**src/rtl/dmem_pkg.sv**
```systemverilog
// Shared types and constants for the data-memory responder.
package dmem_pkg;

    localparam int WORD_W       = 16;
    localparam int DMEM_DEPTH   = 32;
    localparam int DMEM_LATENCY = 2;

    typedef enum logic [1:0] {
        IDLE   = 2'd0,
        WAIT   = 2'd1,
        ACCESS = 2'd2,
        RESP   = 2'd3
    } state_t;

endpackage

```
**src/rtl/dmem_array.sv**
```systemverilog
// Word array: synchronous write, combinational read, contents survive reset.
module dmem_array
    import dmem_pkg::*;
#(
    parameter  int DEPTH = DMEM_DEPTH,
    localparam int IDX_W = $clog2(DEPTH)
) (
    input  logic              clk,
    input  logic              we,
    input  logic [IDX_W-1:0]  idx,
    input  logic [WORD_W-1:0] wd,
    output logic [WORD_W-1:0] rd
);

    logic [WORD_W-1:0] mem [DEPTH];

    always_ff @(posedge clk) begin
        if (we) mem[idx] <= wd;
    end

    assign rd = mem[idx];

endmodule

```
**src/rtl/dmem_responder.sv**
```systemverilog
// MEM-stage data memory responder: one request at a time, LATENCY wait states.
// Define DMEM_ERR_EN to add misaligned/out-of-range fault reporting on rsp_err.
module dmem_responder
    import dmem_pkg::*;
#(
    parameter  int DEPTH   = DMEM_DEPTH,
    parameter  int LATENCY = DMEM_LATENCY,
    localparam int IDX_W   = $clog2(DEPTH)
) (
    input  logic        clk,
    input  logic        reset,
    input  logic        req_valid,
    output logic        req_ready,
    input  logic        req_write,
    input  logic [15:0] req_addr,
    input  logic [15:0] req_wdata,
    output logic        rsp_valid,
    input  logic        rsp_ready,
    output logic [15:0] rsp_rdata
`ifdef DMEM_ERR_EN
    ,
    output logic        rsp_err
`endif
);

    state_t             state, state_nxt;
    logic [3:0]         cnt;
    logic               wr_q;
    logic [15:0]        addr_q;
    logic [15:0]        wdata_q;
    logic               fault;
    logic               arr_we;
    logic [IDX_W-1:0]   idx;
    logic [WORD_W-1:0]  arr_rd;

    assign idx = addr_q[IDX_W:1];

`ifdef DMEM_ERR_EN
    assign fault = addr_q[0] | ({1'b0, addr_q[15:1]} >= 16'(DEPTH));
`else
    // Without fault checking, high address bits and bit 0 simply wrap/ignore.
    logic unused_addr;
    assign unused_addr = ^addr_q;
    assign fault       = 1'b0;
`endif

    // Write lands at the end of ACCESS even if reset is asserted that cycle.
    assign arr_we = (state == ACCESS) && wr_q && !fault;

    dmem_array #(.DEPTH(DEPTH)) u_array (
        .clk (clk),
        .we  (arr_we),
        .idx (idx),
        .wd  (wdata_q),
        .rd  (arr_rd)
    );

    always_comb begin
        state_nxt = state;
        req_ready = 1'b0;
        case (state)
            IDLE: begin
                req_ready = reset;
                if (req_valid) state_nxt = (LATENCY > 0) ? WAIT : ACCESS;
            end
            WAIT:    if (cnt == 4'd0) state_nxt = ACCESS;
            ACCESS:  state_nxt = RESP;
            RESP:    if (rsp_ready) state_nxt = IDLE;
            default: state_nxt = IDLE;
        endcase
    end

    always_ff @(posedge clk) begin
        if (!reset) begin
            state     <= IDLE;
            cnt       <= 4'd0;
            wr_q      <= 1'b0;
            addr_q    <= 16'd0;
            wdata_q   <= 16'd0;
            rsp_valid <= 1'b0;
            rsp_rdata <= 16'd0;
`ifdef DMEM_ERR_EN
            rsp_err   <= 1'b0;
`endif
        end else begin
            state <= state_nxt;
            case (state)
                IDLE: if (req_valid) begin
                    wr_q    <= req_write;
                    addr_q  <= req_addr;
                    wdata_q <= req_wdata;
                    cnt     <= (LATENCY > 0) ? 4'(LATENCY - 1) : 4'd0;
                end
                WAIT: if (cnt != 4'd0) cnt <= cnt - 4'd1;
                ACCESS: begin
                    rsp_valid <= 1'b1;
                    rsp_rdata <= fault ? 16'd0 : (wr_q ? wdata_q : arr_rd);
`ifdef DMEM_ERR_EN
                    rsp_err   <= fault;
`endif
                end
                RESP: if (rsp_ready) begin
                    rsp_valid <= 1'b0;
`ifdef DMEM_ERR_EN
                    rsp_err   <= 1'b0;
`endif
                end
                default: ;
            endcase
        end
    end

endmodule

```
**config.mk**
```make
export PLATFORM = sky130hd
export DESIGN_NAME = dmem_responder
export DESIGN_NICKNAME = d
export VERILOG_FILES = /design/src/rtl/dmem_pkg.sv /design/src/rtl/dmem_array.sv /design/src/rtl/dmem_responder.sv
export SDC_FILE = /design/constraint.sdc
export NUM_CORES = 1
export LEC_CHECK = 0
export BUFFER_PORTS_ARGS = -buffer_cell sky130_fd_sc_hd__buf_2
export CELL_PAD_IN_SITES_DETAIL_PLACEMENT = 0
export CELL_PAD_IN_SITES_GLOBAL_PLACEMENT = 1
export CORE_ASPECT_RATIO = 1.4
export CORE_MARGIN = 8
export CORE_UTILIZATION = 40
export CTS_CLUSTER_DIAMETER = 120
export DETAILED_ROUTE_END_ITERATION = 16
export PLACE_DENSITY_LB_ADDON = 0.1
export SYNTH_ARGS = -nofsm -noshare
export SYNTH_HDL_FRONTEND = slang
export SYNTH_HIERARCHICAL = 1
export SYNTH_SLANG_ARGS = --single-unit
```
**constraint.sdc**
```tcl
create_clock -name clk -period 10.25 [get_ports clk]
set_clock_uncertainty 0.1 [all_clocks]
set_input_delay 1.5375 -clock clk [delete_from_list [all_inputs] [get_ports clk]]
set_output_delay 1.5375 -clock clk [all_outputs]
set_load 0.05 [all_outputs]
```
# --- Yosys cells after proc, flatten, opt, wreduce, memory -nomap -nowiden ---
# Memories as Yosys holds them, arrays and structs flattened. A register that Yosys moved wholly into a read port is not among the register bits.
# Index checks and enable logic that the tools add are counted.
op_classes:
  reduce_logical: 11
  n_mux: 12
  add_sub_neg: 1
  eq_ne: 7
op_table:
  columns: ["operator", "count"]
  rows:
  - ["$mux 4", 2]
  - ["$ne 2x2->1 const B", 4]
  - ["$pmux 2 s4", 1]
  - ["$pmux 4 s2", 1]
  - ["$mux 2", 3]
  - ["$reduce_and 3->1", 2]
  - ["$eq 2x2->1 const B", 2]
  - ["$logic_not 4->1", 1]
  - ["$mux 1", 4]
  - ["$reduce_and 2->1", 2]
  - ["$reduce_bool 2->1", 2]
  - ["$reduce_bool 4->1", 1]
  - ["$sub 4x1->4 const B", 1]
  - ["$eq 2x1->1 const B", 1]
  - ["$logic_not 2->1", 1]
  - ["$pmux 1 s2", 1]
  - ["$logic_and 1x1->1", 1]
  - ["$logic_not 1->1", 1]
totals:
  regBits: 30
  inputBits: 37
  ram_bits: 512
  n_memories: 1
memory_table:
  columns: ["memory", "depth", "width", "rd", "rd_ports_with_merged_regs", "write_ports", "line", "text"]
  rows:
  - ["u_array.mem", 32, 16, 1, 1, 1, "dmem_array.sv:15", "logic [WORD_W-1:0] mem [DEPTH];"]

# --- Longest topological paths before layout ---
# Gate-level depths: netlist (run 1).
depth:
  depth_word: 4
  mapped_depth: 9
  depth_no_buf: 6

# --- By module ---
# The synthesis (run 1) kept the hierarchy.
by_module_without_submodules:
  columns: ["module", "area_per_inst_um2", "instances", "seq_area_each_um2", "cells_each"]
  rows:
  - ["dmem_array", 19728.9, 1, 15374.7, 1070]
  - ["dmem_responder", 1920.6, 1, 900.9, 221]

# --- Worst setup path after synthesis (run 1) ---
# No wires, ideal clock.
synth_timing:
  path_type: "input to output"
  from: "in reset"
  to: "out req_ready"
  arrival_time_ns: 1.944
  path_stages: 1
  n_path_buf: 0
  slack_ns: 6.668
  t_required_ns: 8.613
  cell_sequence: "and2_1"
synth_via:
  elab_chain_len: 1
synth_lines:
  columns: ["item", "line", "text"]
  rows:
  - ["from (decl)", "dmem_responder.sv:11", "input logic reset,"]
  - ["$mux 1", "dmem_responder.sv:61", "case (state)"]
  - ["to (decl)", "dmem_responder.sv:13", "output logic req_ready,"]
# Every way passes these cells.

==> results of run 1 <==
==> routing by layer <==
metal	vias to the layer above	GRT usage, %	part of all wire [%]
li1	5279	-	-
met1	5819	19.2	38
met2	168	32.6	55
met3	85	2.65	3.0
met4	0	7.18	4.0
met5	-	0	0
==> cell usage in the layout, fill, tap and decap left out, types with 7 or more instances in the layout <==
cell       netlist  routed
clkinv_2         0       7
buf_4            3      56
clkbuf_16        0      54
clkbuf_1        21      13
dfxtp_1         45      44
mux2i_1        274     274
nor2_1          46      46
o22ai_1        127     127
a21oi_1         24      24
edfxtp_1       512     512
nand2_1         69      69
nor4_1          33      33
a211oi_1        16      16
buf_2           45      43
clkinv_1         0      17
==> through the flow <==
stage | area [um^2] | hold slack (ns)
finish | 24500 | 0.359
global route | 24500 | 0.391
CTS | 24500 | 0.361
detailed placement | 22800 | 0.351
global placement | 22800 | 0.351
floorplan | 21600 | 0.333
==> where the power goes <==
part           internal, mW  leakage, nW  switching (mW)
Clock                  1.07        0.812           0.825
Combinational         0.247         1.82           0.538
Sequential             2.59         5.08          0.0593
==> flip-flops by register name, summed over array words and instances (netlist names) <==
register / count
state: 2
u_array/mem: 512
rsp_rdata: 16
wdata_q: 16
wr_q: 1
cnt: 4
rsp_valid: 1
addr_q: 5
==> cell type report <==
class                   count  share of cell area (%)
flip-flops and latches    557                    66.5
multi-input cells         649                    20.2
clock buffers              67                    5.72
well taps                 721                    3.68
repair buffers            100                    2.68
clock inverters            32                    1.07
inverters                   6                  0.0920
diodes                      3                  0.0307
==> how the worst max path moves through the flow <==
stage               slack (ns)                   start  cells past startpoint                    endpoint
global placement          6.33  addr_q[2]$_SDFFE_PN0P_                      7  rsp_rdata[10]$_SDFFE_PN0P_
CTS                       6.29  addr_q[2]$_SDFFE_PN0P_                      7  rsp_rdata[12]$_SDFFE_PN0P_
detailed placement        6.31  addr_q[2]$_SDFFE_PN0P_                      7  rsp_rdata[12]$_SDFFE_PN0P_
global route              6.10  addr_q[2]$_SDFFE_PN0P_                      7   rsp_rdata[5]$_SDFFE_PN0P_
floorplan                 6.67                   reset                      1                   req_ready
finish                    6.24  addr_q[2]$_SDFFE_PN0P_                      7  rsp_rdata[10]$_SDFFE_PN0P_
==> kinds of logic after synthesis <==
| kind of cell | after synthesis |
|---|---|
| buf+inv | 85 |
| mux | 274 |
| flops | 557 |
| fa+ha+maj | 6 |
| compound gates | 178 |
| simple gates | 191 |
==> worst max-delay path, delay by kind of cell (launching register included) <==
family	cells	cell delay, ns
DFF	1	0.79
AOI/OAI and AO/OA	2	0.29
buffers and inverters	1	0.85
and+or+nand+nor	2	1.17
muxes	2	0.54
==> summary.md, run 1 <==
| Metric | Value |
|---|---|
| Min-Delay Path Depth | 2 |
| CTS H-tree lvls | 2 |
| Fmax | approximately 250 MHz |
| Max Buffers Root-to-Sink | 3 |
| Critical path peak fanout | 53 |
| Post-CTS setup buffer count | 0 |
| Mux contribution to synthesized area | about an eighth |
| Gr usage total | between 10% and 20% |
| Mapped Avg Cell Area | 16.8 um^2 |
| Crit end category | flip-flop |
| First-pass detailed-route iteration total | 5 |
| Ranking of synthesized cells by area | edfxtp_1, mux2i_1, dfxtp_1 |
| Final Core Density | about 45% |
| Worst Hold Class | flip-flop to flip-flop |
| Fraction of registers with async set/reset | 0% |
| Post-synthesis compound-gate area fraction | around 5.3% |
| Ratio of cells with drive above 1 in the final layout | between 10% and 20% |
| IO Count | 55 |
| Largest family of logic cells by synthesized area | multiplexers |
| Final period utilization | between 30% and 40% |
| Yosys warnings | 6 |
| Seq cells post-synth | approximately 560 |
| Multi-input gate area | ~0.0050 mm^2 |
| Vias in the first global route | between 10000 and 15000 |
| CTS tree | done |
| Slew headroom | between 10% and 20% |
| Worst vdd ir | approximately 0.00014 V |
| Critical Path RT | 10.62 ns |
| Clock Latency Late Sink | 0.61 ns |
| Nets | between 1000 and 1500 |
| Max-cap violations | 0 |
| Antenna Nets Post-Route | 0 |
| Cells along the critical path | buf_4 -> mux2i_1 -> o22ai_1 -> nor4_1 -> nand2_1 -> mux2i_1 -> a211oi_1 |
| Place WS | approximately 6.3 ns |
| Initial Util | roughly two fifths |
| Critical path class | flip-flop to flip-flop |
| FF-to-FF setup slack | about 6.2 ns |
| Die area | 0.0619 mm^2 |
| Final hold viol count | 0 |
| Core Region | 0.0538 mm^2 |
| Cells on worst reg2reg path | 7 |
| Post-synth EDFFs | 512 |
| Post-synthesis instance total | approximately 1300 |
| Finished Layout Cells | 2135 |
| Root buffer cell | clkbuf_16 |
| Via count | around 11000 |
| Hpwl dp | around 33000 um |
| Worst Hold End | wdata_q[3]$_SDFFE_PN0P_ |
| Synth area leader | edfxtp_1 |
| Sequential area share after synthesis | 75.2% |
| Pin slew with the least headroom to its limit | roughly 1.2 ns |
| DP Cell Count | 2033 |
| Routed WL per cell | 25.2 um |
| Count leader, synth | edfxtp_1 |
| Drt drc | 0 |
| Min Tclk post-route | about 4.0 ns |
| # fillers | approximately 4800 |
| Slowest stage cell, crit path | buf_4 |
| Most frequent cell on the critical path | mux2i_1 |
| Hold path startpoint | wdata_q[3]$_SDFFE_PN0P_ |
| Total chip power | between 5 and 6 mW |
| Static Leak | 7.72 nW |
| Final worst slack | ~6.2 ns |
| Top-area cell type share of the netlist area | between 70 and 80% |
| Ys flop type | edfxtp_1 |
| Post-synthesis simple-gate area fraction | between 4 and 5% |
| Hold_buf cts | 0 |
| PD cells | ~220 mW/mm^2 |
| RD Place Congestion | approximately 0.76 |
| Worst r2r dst | rsp_rdata[10]$_SDFFE_PN0P_ |
| Syn Nets | 1334 |
| Die height | 291 um |
| GRT overflow | 0 |
| Largest incremental delay on the critical path | between 0.8 and 0.9 ns |
| Synthesized area | ~0.022 mm^2 |
| Post-CTS Resized | 0 |
| Row cnt | just over 100 |
| Distinct cells, synth | 45 |
| Largest net degree at the start of global routing | between 100 and 150 |
| RSZ-0062 raised after global routing | no |
| Setup TNS | 0 ns |
| Reg clk slew, reported paths | 0.07 ns |
| Post-synthesis adder-cell area fraction | less than 1% |
| Initial DRC Count | approximately 640 |
| Die X | 213 um |
| Crit path DAT | 4.37 ns |
| CP Launch Type | flip-flop |
| First-pass GRT wire length | 77900 um |
| Status | completed |
| Initial antenna violation count | 1 |
| Reg-to-Reg Start | addr_q[2]$_SDFFE_PN0P_ |
| Area Overhead vs Synth | 13.1% |
| PortBufs | 43 |
| TritonCTS buffer count | 54 |
| Slew Limit Fails | 0 |
| Top post-synthesis cells by count | edfxtp_1, mux2i_1, o22ai_1 |
| Setup violations, final | 0 |
| Post-DR vias/cell | 5.32 |
| Total Wirelength | 53900 um |
| # clock sinks | 557 |
| Register Area | roughly 0.016 mm^2 |
| Synth Area in XOR/XNOR | 0% |
(Power assumes the default switching activity.)
==> run 2: changes to the inputs <==
clock period = 3.55 ns   (was 10.25 ns; I/O delays follow)
==> summary.md, run 2 (synthesis gave the netlist of run 1 again) <==
| Metric | Value |
|---|---|
| Met1 WL | approximately 21000 um |
| Row cnt | 101 |
| Final worst slack | 0.656 ns |
| Pin slew with the least headroom to its limit | around 1.0 ns |
| Area Overhead vs Synth | 15.6% |
| Max Buffers Root-to-Sink | 3 |
| Initial antenna violation count | 0 |
| Critical Path RT | 3.90 ns |
| Vias in the first global route | 11727 |
| Worst hold slack | 0.0549 ns |
| Max-cap violations | 0 |
| DP Cell Count | 2081 |
| Largest incremental delay on the critical path | slightly above 0.7 ns |
| Switching Power | between 4 and 5 mW |
| Setup TNS | 0 ns |
| IO Count | 55 |
| Final hold viol count | 0 |
| Core Region | 0.0538 mm^2 |
| Critical path class | flip-flop to flip-flop |
| Most common cell after layout, fill and taps aside | edfxtp_1 |
| Static Leak | between 8 and 9 nW |
| Nets | approximately 1500 |
| Flop pwr share | between 40% and 50% |
| First-pass detailed-route iteration total | 5 |
| Combinational fraction of design power | 14.8% |
| Drt drc | 0 |
| Multi-input gate area | 0.00496 mm^2 |
| TritonCTS buffer count | 54 |
| Largest register FFs | 512 |
| RD Place Congestion | 0.839 |
| Reg clk slew, reported paths | about 0.060 ns |
| Antenna Nets Post-Route | 0 |
| Register Area | roughly 0.016 mm^2 |
| Commonest non-fill, non-tap cells in the layout | edfxtp_1, mux2i_1, o22ai_1, buf_4, nand2_1 |
| GRT overflow | 0 |
| Detail Route met3 WL | roughly 1600 um |
| Finished Layout Cells | around 2200 |
| Critical path peak fanout | 24 |
| Final period utilization | about 80% |
| Largest net degree at the start of global routing | 46 |
| RSZ-0062 raised after global routing | no |
| Fmax | 346 MHz |
| Die area | between 0.06 and 0.07 mm^2 |
| Status | completed |
| Sw Share | a little over a quarter |
| # fillers | 4777 |
| PortBufs | 43 |
| Clock Latency Late Sink | around 0.61 ns |
| CP Launch Type | flip-flop |
| Crit path DAT | 3.24 ns |
| Routed WL per cell | about 25 um |
| FF-to-FF setup slack | between 0.6 and 0.7 ns |
| Slew headroom | between 30% and 40% |
| P_int | roughly 12 mW |
| Final Core Density | ~46% |
| CTS tree | done |
| Cell Area, Placed | 0.0233 mm^2 |
| Place WS | a little over 0.6 ns |
| Worst Hold Class | primary input to flip-flop |
| Top sig layer | met4 |
| Design Area, Final | around 0.025 mm^2 |
| Initial DRC Count | around 560 |
| Via count | about 12000 |
| Slowest stage cell, crit path | dfxtp_4 |
| Slew Limit Fails | 0 |
| Post-CTS setup buffer count | 0 |
| Crit end category | flip-flop |
| Post-CTS Resized | 0 |
| Ratio of cells with drive above 1 in the final layout | roughly 16% |
| Reg-to-Reg Start | addr_q[2]$_SDFFE_PN0P_ |
| Worst setup path startpoint | addr_q[2]$_SDFFE_PN0P_ |
| Met2 wire len | a little over 30000 um |
| Die X | ~210 um |
| Clk pwr share | 36.2% |
| Worst vdd ir | 0.000437 V |
| Post-DR vias/cell | between 5 and 6 |
| Total chip power | between 15 and 20 mW |
| Root buffer cell | clkbuf_16 |
| Hold_buf cts | 0 |
| Gr usage total | approximately 18% |
| Cells along the critical path | buf_12 -> buf_4 -> mux2i_1 -> o22ai_1 -> nor4_1 -> nand2_1 -> buf_4 -> mux2i_1 -> a211oi_1 |
| CTS H-tree lvls | 2 |
| First-pass GRT wire length | just under 80000 um |
| # clock sinks | 557 |
| Largest Register | u_array/mem |
| Die height | 291 um |
| PD cells | 633 mW/mm^2 |
| Hpwl dp | ~36000 um |
| Initial Util | 40.2% |
| Setup violations, final | 0 |
| Largest regs | u_array/mem (512), rsp_rdata (16), wdata_q (16) |
| Min Tclk post-route | roughly 2.9 ns |
| Total Wirelength | 55400 um |
| Hold path startpoint | req_addr[5] |
==> run 2: layout make-up <==
cell class | count | area share, %
flip-flops and latches | 557 | 65.1
clock buffers | 69 | 5.87
inverters | 6 | 0.0900
well taps | 721 | 3.60
repair buffers | 148 | 4.36
diodes | 1 | 0.0100
multi-input cells | 649 | 19.8
clock inverters | 32 | 1.20
==> run 2: final timing paths <==
check             depth (start not counted)                         end
hold reg to reg                           2    wdata_q[15]$_SDFFE_PN0P_
setup / recovery                          9  rsp_rdata[11]$_SDFFE_PN0P_
setup reg to reg                          9  rsp_rdata[11]$_SDFFE_PN0P_
hold / removal                            3      addr_q[5]$_SDFFE_PN0P_
==> run 2: worst max-delay path: cells and delay by family (launching register included) <==
kind	cells	cell delay, ns
mux	2	0.37
buf+inv	3	0.74
compound gates	2	0.24
simple gates	2	0.53
flops	1	0.71
==> run 2: per-layer routing <==
| metal | up-vias | global-route usage [%] |
|---|---|---|
| met2 | 192 | 33.3 |
| met3 | 103 | 2.65 |
| met1 | 5874 | 19.3 |
| met5 | - | 0 |
| li1 | 5374 | - |
| met4 | 0 | 8.57 |
==> run 2: power by group through the flow <==
stage	combinational, mW	sequential, mW	clock, mW
after global routing	2.51	7.78	6.13
final	2.35	7.76	5.74
after global placement	2.38	7.90	0
after floorplan	1.26	7.99	0
after CTS	2.40	7.77	5.89
after detailed placement	2.39	7.91	0
